[config.mk]
export PLATFORM = sky130hd
export DESIGN_NAME = pipeline_stage_slots
export DESIGN_NICKNAME = d
export VERILOG_FILES = /design/src/rtl/pipeline_stage_slots.sv
export SDC_FILE = /design/constraint.sdc
export NUM_CORES = 1
export LEC_CHECK = 0
export CORE_MARGIN = 4
export CORE_UTILIZATION = 35
export DETAILED_ROUTE_END_ITERATION = 16
export DONT_BUFFER_PORTS = 1
export SYNTH_ARGS = -nofsm -noshare
export SYNTH_HDL_FRONTEND = slang
export SYNTH_SLANG_ARGS = --single-unit
[constraint.sdc]
create_clock -name clk -period 5.2 [get_ports clk]
set_input_delay 1.04 -clock clk [delete_from_list [all_inputs] [get_ports clk]]
set_output_delay 1.04 -clock clk [all_outputs]
set_load 0.05 [all_outputs]
[src/rtl/pipeline_stage_slots.sv]
// pipeline_stage_slots
//   Elastic pipeline register carrying SLOTS parallel issue slots (data +
//   control per slot) under one valid/ready handshake. Optional skid entry,
//   flush, NOP-bubble insertion and per-slot control kill on load.
//
// Ports
//   clk        rising-edge clock
//   reset      asynchronous active-low reset
//   in_valid   upstream entry present
//   in_ready   stage can accept an entry this cycle
//   in_data    slot i at [i*DATA_W +: DATA_W]
//   in_ctrl    slot i at [i*CTRL_W +: CTRL_W]
//   slot_kill  per-slot zeroing of control on load
//   flush      discard all held and incoming entries
//   bubble     insert a NOP entry and block upstream
//   out_valid  output entry present
//   out_ready  downstream accepts the entry
//   out_data   registered data
//   out_ctrl   registered control
//   occupancy  number of held entries (0..2)
//
// state    | meaning
// ---------+-----------------------------------------------
// ST_EMPTY | nothing held, main invalid
// ST_FULL  | main entry valid, skid invalid
// ST_SKID  | main and skid valid, upstream blocked (SKID=1)
module pipeline_stage_slots #(
  parameter int SLOTS  = 2,
  parameter int DATA_W = 32,
  parameter int CTRL_W = 8,
  parameter int SKID   = 1
) (
  input  logic                    clk,
  input  logic                    reset,
  input  logic                    in_valid,
  output logic                    in_ready,
  input  logic [SLOTS*DATA_W-1:0] in_data,
  input  logic [SLOTS*CTRL_W-1:0] in_ctrl,
  input  logic [SLOTS-1:0]        slot_kill,
  input  logic                    flush,
  input  logic                    bubble,
  output logic                    out_valid,
  input  logic                    out_ready,
  output logic [SLOTS*DATA_W-1:0] out_data,
  output logic [SLOTS*CTRL_W-1:0] out_ctrl,
  output logic [1:0]              occupancy
);

  typedef enum logic [1:0] {
    ST_EMPTY = 2'd0,
    ST_FULL  = 2'd1,
    ST_SKID  = 2'd2
  } state_t;

  state_t state_q, state_d;

  logic [SLOTS*DATA_W-1:0] main_data_q, main_data_d;
  logic [SLOTS*CTRL_W-1:0] main_ctrl_q, main_ctrl_d;
  logic [SLOTS*DATA_W-1:0] skid_data_q, skid_data_d;
  logic [SLOTS*CTRL_W-1:0] skid_ctrl_q, skid_ctrl_d;
  logic                    rdy_q, rdy_d;
  logic [SLOTS*CTRL_W-1:0] load_ctrl;
  logic                    main_valid;
  logic                    skid_valid;
  logic                    in_fire;
  logic                    out_fire;

  assign main_valid = (state_q != ST_EMPTY);
  assign skid_valid = (state_q == ST_SKID);

  // rdy_q resets low so in_ready stays low through reset and rises at the
  // first edge afterwards.
  generate
    if (SKID != 0) begin : g_skid
      assign in_ready = rdy_q & ~bubble;
    end else begin : g_noskid
      assign in_ready = rdy_q & ~bubble & (~main_valid | out_ready);
    end
  endgenerate

  assign in_fire   = in_valid & in_ready;
  assign out_fire  = main_valid & out_ready;
  assign out_valid = main_valid;
  assign out_data  = main_data_q;
  assign out_ctrl  = main_ctrl_q;

  always_comb begin
    case (state_q)
      ST_FULL: occupancy = 2'd1;
      ST_SKID: occupancy = 2'd2;
      default: occupancy = 2'd0;
    endcase
  end

  always_comb begin
    load_ctrl = in_ctrl;
    for (int i = 0; i < SLOTS; i++) begin
      if (slot_kill[i]) load_ctrl[i*CTRL_W +: CTRL_W] = '0;
    end
  end

  always_comb begin
    state_d     = state_q;
    main_data_d = main_data_q;
    main_ctrl_d = main_ctrl_q;
    skid_data_d = skid_data_q;
    skid_ctrl_d = skid_ctrl_q;

    if (flush) begin
      // Data fields keep their last value; only control is cleared.
      state_d     = ST_EMPTY;
      main_ctrl_d = '0;
      skid_ctrl_d = '0;
    end else if (bubble) begin
      // NOP goes into main only if main is free this cycle; skid is left alone.
      if (!main_valid || out_fire) begin
        main_ctrl_d = '0;
        state_d     = skid_valid ? ST_SKID : ST_FULL;
      end
    end else begin
      case (state_q)
        ST_EMPTY: begin
          if (in_fire) begin
            main_data_d = in_data;
            main_ctrl_d = load_ctrl;
            state_d     = ST_FULL;
          end
        end
        ST_FULL: begin
          // With SKID=0, in_fire implies out_fire, so ST_SKID is unreachable.
          if (in_fire && out_fire) begin
            main_data_d = in_data;
            main_ctrl_d = load_ctrl;
          end else if (in_fire) begin
            skid_data_d = in_data;
            skid_ctrl_d = load_ctrl;
            state_d     = ST_SKID;
          end else if (out_fire) begin
            state_d = ST_EMPTY;
          end
        end
        ST_SKID: begin
          if (out_fire) begin
            main_data_d = skid_data_q;
            main_ctrl_d = skid_ctrl_q;
            state_d     = ST_FULL;
          end
        end
        default: state_d = ST_EMPTY;
      endcase
    end

    rdy_d = (SKID == 0) ? 1'b1 : (state_d != ST_SKID);
  end

  always_ff @(posedge clk or negedge reset) begin
    if (!reset) begin
      state_q <= ST_EMPTY;
      rdy_q   <= 1'b0;
    end else begin
      state_q <= state_d;
      rdy_q   <= rdy_d;
    end
  end

  always_ff @(posedge clk or negedge reset) begin
    if (!reset) begin
      main_data_q <= '0;
      main_ctrl_q <= '0;
      skid_data_q <= '0;
      skid_ctrl_q <= '0;
    end else begin
      main_data_q <= main_data_d;
      main_ctrl_q <= main_ctrl_d;
      skid_data_q <= skid_data_d;
      skid_ctrl_q <= skid_ctrl_d;
    end
  end

endmodule

-- Word-level counts from Yosys, hierarchy flattened
Index checks and enable logic that the tools add are counted.
- eq/ne operators: 12
- mux-type cells: 28
- bitwise operators: 6
- reductions and logical operators: 13
- operators with widths (kind ; number):
    64-bit 2-to-1 mux ; 3
    64-bit one-hot mux with 3 select lines ; 1
    16-bit 2-to-1 mux ; 10
    16-bit one-hot mux with 3 select lines ; 1
    2-bit 2-to-1 mux ; 9
    8-bit 2-to-1 mux ; 2
    2-bit != test (second input constant) ; 5
    5-bit AND reduction ; 2
    4-bit != test (second input constant) ; 2
    2-bit one-hot mux with 3 select lines ; 1
    6-bit AND reduction ; 1
    2-bit nonzero test ; 3
    5-bit nonzero test ; 1
    4-bit by 3-bit != test with 1-bit output (second input constant) ; 1
    2-bit one-hot mux with 2 select lines ; 1
    4-bit AND reduction ; 1
    1-bit AND ; 3
    3-bit by 2-bit != test with 1-bit output (second input constant) ; 1
    1-bit NOT ; 3
    3-bit nonzero test ; 1
    2-bit by 1-bit == test with 1-bit output (second input constant) ; 1
    2-bit == test (second input constant) ; 1
    2-bit logical NOT ; 1
    2-bit by 1-bit != test with 1-bit output (second input constant) ; 1
    other kinds (3) ; 3
- bits in registers: 163
- bits of input ports: 88
- output and inout port bits: 84
- word-level logic and storage cells: 65

-- Depth between registers and ports, before layout
Gate-level depths: netlist of the first run.
- depth after elaboration: 9
- mapped depth: 7
- gate-level depth less buffers: 5

-- Worst setup path after synthesis of the first run
OpenSTA, ideal clock, no wires.
- path kind: input to output
- start point: input port bubble
- end point: output port in_ready
- arrival time: 1.851 ns
- required time: 4.160 ns
- setup slack: 2.309 ns
- stages: 2
- buffers on the path: 1
- cells stage by stage: buf_6 nor2b_1
- cells in the longest elaborated chain, start to end: 2
- RTL lines (item ; line ; text):
    from (decl) ; 41 ; input logic bubble,
    1-bit NOT (no line) ; -- ;
    1-bit AND ; 75 ; assign in_ready = rdy_q & ~bubble;
    to (decl) ; 36 ; output logic in_ready,
No other way between the ends.

-- Worst setup path in the final report of the first run
- start point: input port in_valid
- end point: register skid_data_q[63]
- cells in the longest elaborated chain, start to end: 4
- RTL lines (item ; line ; text):
    from (decl) ; 35 ; input logic in_valid,
    1-bit AND (*) ; 81 ; assign in_fire = in_valid & in_ready;
    1-bit logical AND ; 131 ; if (in_fire && out_fire) begin
    1-bit NOT (no line) ; -- ;
    5-bit AND reduction (no line) (*) ; -- ;
    to (signal assigned) ; 175 ; skid_data_q <= skid_data_d;
    to (decl) ; 59 ; logic [SLOTS*DATA_W-1:0] skid_data_q, skid_data_d;
Every way passes the cells marked *; elsewhere a longest branch is shown, timed or not.
A chain may end at the register's enable or synchronous reset.

==> results.py, run 1 <==
metrics = {
    "outcome": {
        "status": "finished clean",
    },
    "drt": {
        "num_vias": 4300,
        "drcViolationCount": 0,
        "ant_nets": 0,
        "vias_per_cell": 5.018,
        "drt_wl_total_um": 15760,
        "avgRoutedWirePerCell_um": 18.39,
        "drt_iter0_drc": 153,
        "dr.pass1.iters": 4,
    },
    "finish": {
        "fin_util": 0.3977,
        "drive_gt1_frac": 0.1857,
        "syn2layout_area_growth_pct": 10.28,
        "n_fill_cell": 1941,
        "antenna-diode-count": 0,
        "fin_nets": 662,
    },
    "setup_path": {
        "critical_path_arrival_ns": 3.30,
        "cp_data_required_time_ns": 5.50,
        "crit_fanout": 29,
        "worstSetupStartpointType": "input port",
        "critPathKind": "input port to flop",
        "critPathCaptureType": "flop",
    },
    "synth": {
        "async_flop_share": 1.000,
        "synth_area_um2": 7391,
        "ys_seq_area_frac": 0.5519,
        "synth_area_leaders": "dfrtp_1, mux2_4, mux2i_1",
        "syn_nets": 679,
        "yosysWarnings": 0,
        "netlist_instances": 591,
        "synth_edf_count": 0,
        "yosysTopAreaCellShare": 0.5519,
        "synthFlopType": "dfrtp_1",
        "synth_most_common_cell": "dfrtp_1",
        "yosysTopAreaCell": "dfrtp_1",
        "synth_common_cells": "dfrtp_1, nand2_1, mux2i_1",
        "ys_types": 37,
        "synth_seq_cells": 163,
        "avgSynthCellArea_um2": 12.51,
    },
    "global_route": {
        "grt_pass1_wl_um": 25670,
        "track_usage": 0.1342,
        "grt_max_degree": 164,
        "grt-ovfl-total": 0,
        "first_global_vias": 4477,
        "antenna_found_initial": 0,
    },
    "timing": {
        "period_needed_ns": 3.008,
        "finalClockSkew_ns": 0.006428,
        "tightestPinTransition_ns": 0.9510,
        "tns_ns": 0,
        "period_share": 0.5784,
        "max_clock_freq_mhz": 332.5,
        "slew_headroom": 0.3647,
        "rsz0062_at_grt": "no",
        "hold_viol": 0,
        "setup_viol": 0,
        "slew_violations": 0,
    },
    "floorplan": {
        "num_rows": 52,
        "die_w_um": 153.3,
        "core_area_um2": 20490,
        "start_util": 0.3606,
        "die_h_um": 153.3,
        "num_io_pins": 172,
        "dieArea_um2": 23510,
    },
    "power_and_ir_drop": {
        "p_int_uw": 2639,
        "swShare": 0.3154,
        "p_switching_uw": 1216,
        "power_uw": 3855,
        "p_clk_frac": 0.368,
        "seqPwrFrac": 0.535,
        "leakage_uw": 0.003970,
        "ir_worst_vdd_uv": 192.1,
        "p_per_area_nw_per_um2": 473.0,
        "p_comb_frac": 0.096,
    },
    "cts": {
        "clk_pin_slew_ns": 0.07,
        "cts.htree.levels": 4,
        "numCtsBuffers": 17,
        "ctsHoldBuffers": 0,
        "post_cts_buffers": 0,
        "insertion_delay_ns": 0.41,
        "clockBufferDepth": 2,
        "clock_sinks": 163,
        "cts_resized": 0,
        "cts_tree": "done",
        "cts_root_buf": "clkbuf_16",
    },
    "hold_path": {
        "hold_class": "input port to async pin",
    },
    "job": {
        "maxCapViolations": 0,
    },
    "placement": {
        "io_buffers": 0,
        "globalplace.congestion": 0.8380,
        "dp_hpwl_um": 10280,
    },
}
## critical path, cell delays in order
cell	delay, ns
and2_1	0.32
nand3_4	0.31
nor2_8	0.64
buf_4	0.55
mux2_2	0.39
## flip-flops by register name, indices dropped and copies added, names as in the netlist
signal	flops
out_ctrl	16
out_data	64
rdy_q	1
state_q	2
skid_ctrl_q	16
skid_data_q	64
## cell usage in the layout (no fill, tap or decap), drive strengths merged, types with 3 or more instances in the layout
cell and count:
dfrtp 163, nand2 80, o21ai 67, mux2i 64, mux2 64, a21oi 36
clkbuf 21, o2bb2ai 17, nand3b 16, nor3b 16, buf 6, bufinv 5
nor2 4, inv 4, clkinv 4, nand2b 3
## power groups by stage
stage / logic, µW / registers [µW] / clock network (µW)
2_1_floorplan: 345 / 2030 / 0
3_5_place_dp: 379 / 2090 / 0
3_3_place_gp: 361 / 2080 / 0
6_report: 371 / 2060 / 1420
5_1_grt: 416 / 2090 / 1520
4_1_cts: 378 / 2070 / 1460
## path summary, 6_finish.rpt
kind                                              from                     endpoint  slack (ns)  cells past startpoint
max                                           in_valid  skid_data_q[63]$_DFFE_PN0P_        2.19                      5
min                                              reset     out_data[50]$_DFFE_PN0P_        0.32                      0
max reg2reg                       state_q[1]$_DFF_PN0_  skid_data_q[63]$_DFFE_PN0P_        2.45                      5
min reg2reg                skid_data_q[37]$_DFFE_PN0P_  skid_data_q[37]$_DFFE_PN0P_        0.51                      1
max in group asynchronous                        reset     out_data[56]$_DFFE_PN0P_        4.47                      0
min in group clk           skid_data_q[37]$_DFFE_PN0P_  skid_data_q[37]$_DFFE_PN0P_        0.51                      1
## layer usage
| layer | track usage | up-vias | wire length (µm) |
|---|---|---|---|
| met5 | 0 | - | 0 |
| met4 | 0.04794 | 0 | 238 |
| met3 | 0.05004 | 12 | 1325 |
| met2 | 0.2073 | 119 | 7328 |
| met1 | 0.1735 | 2133 | 6866 |
| li1 | - | 2036 | - |
## cell families (layout without fill, tap and decap cells)
family                 Yosys count  count (layout)  synth area share
muxes                          128             128            0.2147
and+or+nand+nor                131             131           0.09311
DFF                            163             163            0.5519
AOI/OAI and AO/OA              124             124           0.09667
buffers and inverters           45              41           0.04368
## through the flow
step / std cells / area (µm²) / hold WS, ns / setup slack, ns
floorplan: 591 / 7391 / 0.4800 / 2.309
global placement: 825 / 7482 / 0.4893 / 1.836
detailed placement: 825 / 7482 / 0.4908 / 1.756
CTS: 857 / 8150 / 0.2879 / 2.200
global route: 857 / 8150 / 0.2848 / 2.045
finish: 857 / 8150 / 0.3174 / 2.192
## cell type report
cell class	count	area, µm²	area share
inverter	3	11.26	0.001382
clock buffer	21	470.5	0.05772
sequential	163	4079	0.5005
clock inverter	11	197.7	0.02426
tap	270	337.8	0.04145
timing repair buffer	6	57.56	0.007062
multi-input combinational	383	2997	0.3677
(Power assumes the default switching activity.)
==> run 2: changes to the inputs <==
==> constraint.sdc (replaced) <==
create_clock -name clk -period 3 [get_ports clk]
set_input_delay 0.6 -clock clk [delete_from_list [all_inputs] [get_ports clk]]
set_output_delay 0.6 -clock clk [all_outputs]
set_load 0.05 [all_outputs]
==> run 2 against run 1 <==
Against the previous run:
- combinational power is 77% higher
- the run now ends with hold timing left
- register-to-register slack worse by 1.9 ns
- die area is the same
- largest cell class unchanged
- critical endpoint is now occupancy[1]
==> results.py, run 2 (synthesis results as in run 1) <==
metrics = {
    "outcome": {
        "status": "finished with violations",
        "failed_checks": "hold timing",
    },
    "hold_path": {
        "hold_class": "input port to async pin",
    },
    "timing": {
        "setup_viol": 0,
        "finalClockSkew_ns": 0.009092,
        "hold_viol": 163,
        "rsz0062_at_grt": "no",
        "period_share": 0.8148,
        "slew_violations": 0,
        "period_needed_ns": 2.444,
        "tightestPinTransition_ns": 1.008,
        "max_clock_freq_mhz": 409.1,
        "tns_ns": 0,
        "setup_ws_ns": 0.5556,
        "whs_ns": -0.1155,
        "slew_headroom": 0.3241,
    },
    "power_and_ir_drop": {
        "power_uw": 6425,
        "ir_worst_vdd_uv": 384.1,
        "leakage_uw": 0.003945,
        "p_per_area_nw_per_um2": 792.1,
    },
    "setup_path": {
        "worst-path-buf-inv": 1,
        "worstReg2RegEnd": "out_ctrl[0]$_DFFE_PN0P_",
        "critical-path-top-delay-family": "buffers and inverters",
        "cp_cell_sequence": "nand2b_4 > clkinv_1",
        "reg2reg_depth": 6,
        "r2r-start": "state_q[1]$_DFF_PN0_",
        "crit_fanout": 25,
        "cp_data_required_time_ns": 2.40,
        "worstSetupStartpointType": "flop",
        "reg2reg_slack_ns": 0.59,
        "critPathKind": "flop to output pin",
        "cp_slowest_stage_delay_ns": 0.78,
        "critical_path_arrival_ns": 1.84,
        "critPathCaptureType": "output pin",
        "slowest_stage": "clkinv_1",
    },
    "drt": {
        "dr.pass1.iters": 4,
        "drt_wl_total_um": 16420,
        "ant_nets": 0,
        "avgRoutedWirePerCell_um": 19.05,
        "vias_per_cell": 5.148,
        "drt_iter0_drc": 192,
        "drcViolationCount": 0,
        "num_vias": 4438,
    },
    "finish": {
        "fin_nets": 667,
        "drive_gt1_frac": 0.1875,
        "antenna-diode-count": 0,
        "final_cell_mix": "dfrtp_1, nand2_1, mux2i_1, mux2_4, o21ai_0",
        "seqCellArea_um2": 4079,
        "mostFrequentLayoutCell": "dfrtp_1",
        "n_fill_cell": 1913,
        "multi_input_area_um2": 2997,
        "syn2layout_area_growth_pct": 9.751,
        "fin_cells": 862,
    },
    "cts": {
        "clockBufferDepth": 2,
        "clock_sinks": 163,
        "cts_root_buf": "clkbuf_16",
        "clk_pin_slew_ns": 0.07,
        "cts_tree": "done",
        "cts.htree.levels": 4,
        "insertion_delay_ns": 0.41,
        "post_cts_buffers": 0,
        "cts_resized": 0,
        "numCtsBuffers": 17,
    },
    "floorplan": {
        "start_util": 0.3606,
        "die_h_um": 153.3,
        "num_io_pins": 172,
        "num_rows": 52,
        "core_area_um2": 20490,
        "dieArea_um2": 23510,
        "die_w_um": 153.3,
    },
    "placement": {
        "dp_hpwl_um": 11060,
        "globalplace.congestion": 0.8382,
        "numPlacedInstances": 830,
        "io_buffers": 0,
        "dp_slack_ns": 0.6023,
    },
    "global_route": {
        "track_usage": 0.1415,
        "grt_max_degree": 164,
        "antenna_found_initial": 0,
        "grt_pass1_wl_um": 26690,
        "first_global_vias": 4803,
        "grt-ovfl-total": 0,
        "met1_usage": 0.1656,
        "use_met2": 0.2291,
        "gr-usage-met3": 0.05881,
        "busiest_layer": "met2",
    },
    "job": {
        "maxCapViolations": 0,
    },
}
run 2: changes by cell type in the layout (fill, tap and decap cells not counted), sizes merged:
cell	delta
clkinvlp	+2
clkbuf	+4
bufinv	-3
inv	-1
clkinv	-2
buf	+5
run 2: layer usage:
| metal | vias up | routed length (µm) |
|---|---|---|
| li1 | 2049 | - |
| met1 | 2206 | 6557 |
| met2 | 159 | 7910 |
| met3 | 24 | 1549 |
| met4 | 0 | 406 |
| met5 | - | 0 |
run 2: per-stage QoR:
| step | util | instance area (µm²) |
|---|---|---|
| 2_1_floorplan | - | 7391 |
| 3_3_place_gp | 0.3669 | 7520 |
| 3_5_place_dp | 0.3669 | 7520 |
| 4_1_cts | 0.3958 | 8112 |
| 5_1_grt | 0.3958 | 8112 |
| 6_report | 0.3958 | 8112 |
run 2: cell type report:
class                           instances  area share
Clock buffer                           25     0.06108
Clock inverter                          7     0.01188
Inverter                                3    0.001388
Multi-Input combinational cell        383      0.3694
Sequential cell                       163      0.5029
Tap cell                              270     0.04165
Timing Repair Buffer                   11     0.01172
run 2: how the worst max path moves through the flow:
stage	slack (ns)	start	depth (start not counted)	to
after global placement	0.65	in_valid	5	skid_data_q[2]$_DFFE_PN0P_
after global routing	0.41	state_q[0]$_DFF_PN0_	6	out_ctrl[5]$_DFFE_PN0P_
final	0.56	state_q[1]$_DFF_PN0_	2	occupancy[1]
after floorplan	0.99	bubble	2	in_ready
after CTS	0.54	state_q[1]$_DFF_PN0_	2	occupancy[1]
after detailed placement	0.60	in_valid	5	skid_data_q[0]$_DFFE_PN0P_
run 2: power by group:
part           switching, µW  internal [µW]
Clock                    864           1320
Sequential               981           2610
Combinational            237            419
==> run 3: changes to the inputs <==
==> constraint.sdc (replaced) <==
create_clock -name clk -period 2 [get_ports clk]
set_input_delay 0.4 -clock clk [delete_from_list [all_inputs] [get_ports clk]]
set_output_delay 0.4 -clock clk [all_outputs]
set_load 0.05 [all_outputs]
==> run 3 against run 2 <==
Against the previous run:
- the flow still finishes with violations (hold timing)
- highest routed layer unchanged
- critical path type unchanged
- cell count increased by 0.81%
- sequential power increased by 50%
- utilization increased by 0.82 points
- largest power group unchanged
- count of clock-buffer cells in the layout decreased by 3
- die area unchanged
- clock power increased by 65%
==> results.py, run 3 (synthesis results as in run 1) <==
metrics = {
    "outcome": {
        "status": "finished with violations",
        "failed_checks": "hold timing",
    },
    "setup_path": {
        "cp_cell_sequence": "or2_2 > buf_4",
        "reg2reg_depth": 5,
        "critPathKind": "flop to output pin",
        "reg2reg_slack_ns": 0.28,
        "cp_slowest_stage_delay_ns": 0.49,
        "cp_data_required_time_ns": 1.60,
        "critPathCaptureType": "output pin",
        "critical_path_arrival_ns": 1.44,
        "crit_fanout": 11,
        "worstSetupStartpointType": "flop",
        "slowest_stage": "dfrtp_2",
    },
    "global_route": {
        "first_global_vias": 4752,
        "grt_max_degree": 164,
        "antenna_found_initial": 0,
        "track_usage": 0.1444,
        "grt-ovfl-total": 0,
        "grt_pass1_wl_um": 27210,
    },
    "placement": {
        "io_buffers": 0,
        "globalplace.congestion": 0.7439,
        "numPlacedInstances": 837,
        "placed_area_um2": 7622,
        "dp_hpwl_um": 11100,
    },
    "cts": {
        "numCtsBuffers": 17,
        "cts_root_buf": "clkbuf_16",
        "clockBufferDepth": 2,
        "clock_sinks": 163,
        "clk_pin_slew_ns": 0.06,
        "cts_tree": "done",
        "post_cts_buffers": 0,
        "cts.htree.levels": 4,
        "insertion_delay_ns": 0.41,
    },
    "finish": {
        "n_fill_cell": 1907,
        "drive_gt1_frac": 0.2070,
        "final_cell_mix": "dfrtp_1, nand2_1, mux2i_1, mux2_4, o21ai_0",
        "antenna-diode-count": 0,
        "fin_cells": 869,
        "syn2layout_area_growth_pct": 12.02,
        "final_area_um2": 8279,
        "fin_nets": 674,
        "mostFrequentLayoutCell": "dfrtp_1",
        "fin_util": 0.4040,
    },
    "timing": {
        "tns_ns": 0,
        "period_needed_ns": 1.840,
        "whs_ns": -0.3182,
        "rsz0062_at_grt": "no",
        "hold_viol": 163,
        "setup_viol": 0,
        "tightestPinTransition_ns": 0.5476,
        "slew_headroom": 0.6349,
        "slew_violations": 0,
        "finalClockSkew_ns": 0.007808,
        "period_share": 0.9201,
        "max_clock_freq_mhz": 543.4,
    },
    "drt": {
        "avgRoutedWirePerCell_um": 19.05,
        "drt_wl_total_um": 16550,
        "num_vias": 4411,
        "vias_per_cell": 5.076,
        "drt_iter0_drc": 149,
        "ant_nets": 0,
        "drcViolationCount": 0,
        "dr.pass1.iters": 4,
    },
    "floorplan": {
        "dieArea_um2": 23510,
        "num_rows": 52,
        "die_h_um": 153.3,
        "num_io_pins": 172,
        "die_w_um": 153.3,
        "core_area_um2": 20490,
        "start_util": 0.3606,
    },
    "power_and_ir_drop": {
        "p_per_area_nw_per_um2": 1205,
        "ir_worst_vdd_uv": 536.8,
        "leakage_uw": 0.004045,
    },
    "hold_path": {
        "hold_class": "input port to async pin",
    },
    "job": {
        "maxCapViolations": 0,
    },
}
==> run 3: cell count changes in the layout (fill, tap and decap cells not counted), sizes merged <==
cell      change
bufinv        +2
clkbuf        -3
buf           +7
clkinv        +2
inv           +2
clkinvlp      -3
==> run 3: path summary, 6_finish.rpt <==
check	from	end
worst max register to register	rdy_q$_DFF_PN0_	skid_data_q[2]$_DFFE_PN0P_
worst min register to register	skid_data_q[63]$_DFFE_PN0P_	skid_data_q[63]$_DFFE_PN0P_
worst min-delay path	reset	out_data[63]$_DFFE_PN0P_
max in group asynchronous	reset	out_data[24]$_DFFE_PN0P_
min in group clk	flush	skid_ctrl_q[10]$_DFFE_PN0P_
worst max-delay path	state_q[1]$_DFF_PN0_	out_valid
==> run 3: final cells by class <==
cell class	count	area, µm²	share of cell area
Sequential cell	163	4081	0.4930
Clock inverter	10	168.9	0.02040
Tap cell	270	337.8	0.04080
Clock buffer	22	484.2	0.05849
Timing Repair Buffer	18	197.7	0.02388
Inverter	3	12.51	0.001511
Multi-Input combinational cell	383	2997	0.3619
==> run 3: metrics by stage <==
stage          setup slack (ns)  total power (µW)
4_1_cts                 0.07021             10120
3_5_place_dp             0.2111              6460
5_1_grt                 0.05958             10460
6_report                 0.1598              9980
3_3_place_gp             0.2552              6385
2_1_floorplan            0.2603              6177
==> run 3: power breakdown <==
part | internal, µW | total, µW | leakage, µW | switching (µW)
combinational | 642 | 1000 | 0.00165 | 363
clock | 2240 | 3590 | 0.000322 | 1350
sequential | 3910 | 5380 | 0.00208 | 1480
==> run 3: critical path: cells and delay by family (launching register included) <==
family	cells	cell delay [ns]
buffers and inverters	1	0.20
DFF	1	0.49
and+or+nand+nor	1	0.34
==> run 3: metal layers <==
metal | global-route usage | part of all wire | vias up
met5 | 0 | 0 | -
li1 | - | - | 2070
met3 | 0.06418 | 0.092 | 6
met2 | 0.2363 | 0.49 | 133
met1 | 0.1747 | 0.41 | 2202
met4 | 0.03776 | 0.0085 | 0
==> run 3: what timing repair did <==
item	CTS	global route
pin swaps	0	0
hold endpoints to repair	163	163
setup endpoints to repair	1	1
gates resized for setup	1	2
==> variant: new RTL, settings of run 2 <==
Change the parameter `DATA_W` from 32 to 48.
--- a/src/rtl/pipeline_stage_slots.sv
+++ b/src/rtl/pipeline_stage_slots.sv
@@ -27,5 +27,5 @@
 module pipeline_stage_slots #(
   parameter int SLOTS  = 2,
-  parameter int DATA_W = 32,
+  parameter int DATA_W = 48,
   parameter int CTRL_W = 8,
   parameter int SKID   = 1
Interface: changed (resized in_data and out_data); port bits go from 172 to 236. No check against the original RTL was run, so the function may have changed too.
==> variant against run 2 <==
The run still ends with hold timing left. Routed wire length increased by 32%. Sequential cell count increased by 64. Worst hold slack got worse by 0.10 ns. Count of clock-buffer cells in the layout increased by 17. Power increased by 40%. Cell area increased by 34%. Cell count increased by 35%. Area after synthesis increased by 31%. Setup slack improved by 0.080 ns. Largest power group unchanged.
==> variant: results (changes against run 2) <==
share of layout cells above drive strength 1=17.7% (-1.0 points); CP Max Fanout=34 (+36%); Final Hold Viols=227 (+39%); Synth top cells by count=227 x dfrtp_1, 112 x nand2_1, 96 x mux2i_1; final-layout clock buffer total=42 (+68%); post-synthesis mux area share=21.0% (-0.44 points); DP HPWL=13.6 mm (+23%); first-pass GRT wire length=34.8 mm (+30%); register area=0.00568 mm2 (+39%); Unique masters post-synth=33 (-11%); slowest cell on the critical path=inv_2; post-synthesis compound-gate area fraction=9.01% (-0.66 points); H-Tree Depth=1 (-3); fin cells=1168 (+35%); failing checks=hold timing; Seq cells post-synth=227 (+39%); Placed Cells=1123 (+35%); run status=complete, but fails checks; delay of the slowest critical-path stage=0.57 ns (-0.21 ns); clock network share of area=7.88% (+0.58 points); TritonCTS buffer count=26 (+9); Final nets=899 (+35%); clk_lat worst skew=0.52 ns (+0.11 ns); Syn Nets=918 (+35%); fraction of area in multi-input gates=34.2% (-2.7 points); Hold Worst Slack=-0.217 ns (-0.102 ns); fillers=2549 (+33%)
variant: cell count changes in the layout (fill, tap and decap cells not counted), sizes merged, moves of 17 or more:
cell    delta
mux2i     +32
dfrtp     +64
o21ai     +32
clkbuf    +17
nand2     +32
mux2      +32
variant: stage by stage:
| step | cell area [um2] | setup slack [ns] |
|---|---|---|
| CTS | 10900 | 0.592 |
| floorplan | 9710 | 0.945 |
| global route | 10900 | 0.540 |
| finish | 10900 | 0.636 |
| global placement | 10000 | 0.619 |
| detailed placement | 10000 | 0.585 |
variant: power by group:
part / switching [uW] / internal, uW
combinational: 300 / 434
sequential: 1430 / 3670
clock: 1230 / 1920
variant: logic make-up after synthesis:
family	after synthesis
buf+inv	60
compound gates	156
mux	192
flops	227
simple gates	163
variant: per-layer routing:
layer / wire, um / GRT usage (%) / up-vias / share of wire, %
met1: 8930 / 17.5 / 2852 / 41
met3: 2520 / 6.83 / 26 / 12
met2: 9810 / 21.8 / 170 / 45
met5: 0 / 0 / - / 0
li1: - / - / 2754 / -
met4: 419 / 3.67 / 0 / 1.9
variant: worst reg2reg max path: stages, from the launching register on:
cell     delay, ns
dfrtp_1       0.50
nor2_1        0.26
nand3_4       0.26
nor2_4        0.21
buf_12        0.32
mux2_2        0.57
variant: worst paths after layout:
check                                start               to  slack, ns  cells after the start
setup reg to reg                state_q[1]  skid_data_q[95]       0.76                      5
setup / recovery                state_q[1]     occupancy[1]       0.64                      2
hold reg to reg            skid_data_q[61]  skid_data_q[61]       0.48                      1
max in group asynchronous            reset  skid_data_q[87]       2.51                      0
min in group clk                     flush   skid_ctrl_q[8]       0.14                      1
hold / removal                       reset     out_data[80]      -0.22                      0
variant: timing repair:
action / 4_1_cts / 5_1_grt
endpoints found under the setup margin: 0 / 0
setup buffers: 0 / 0
hold endpoints to repair: 227 / 227
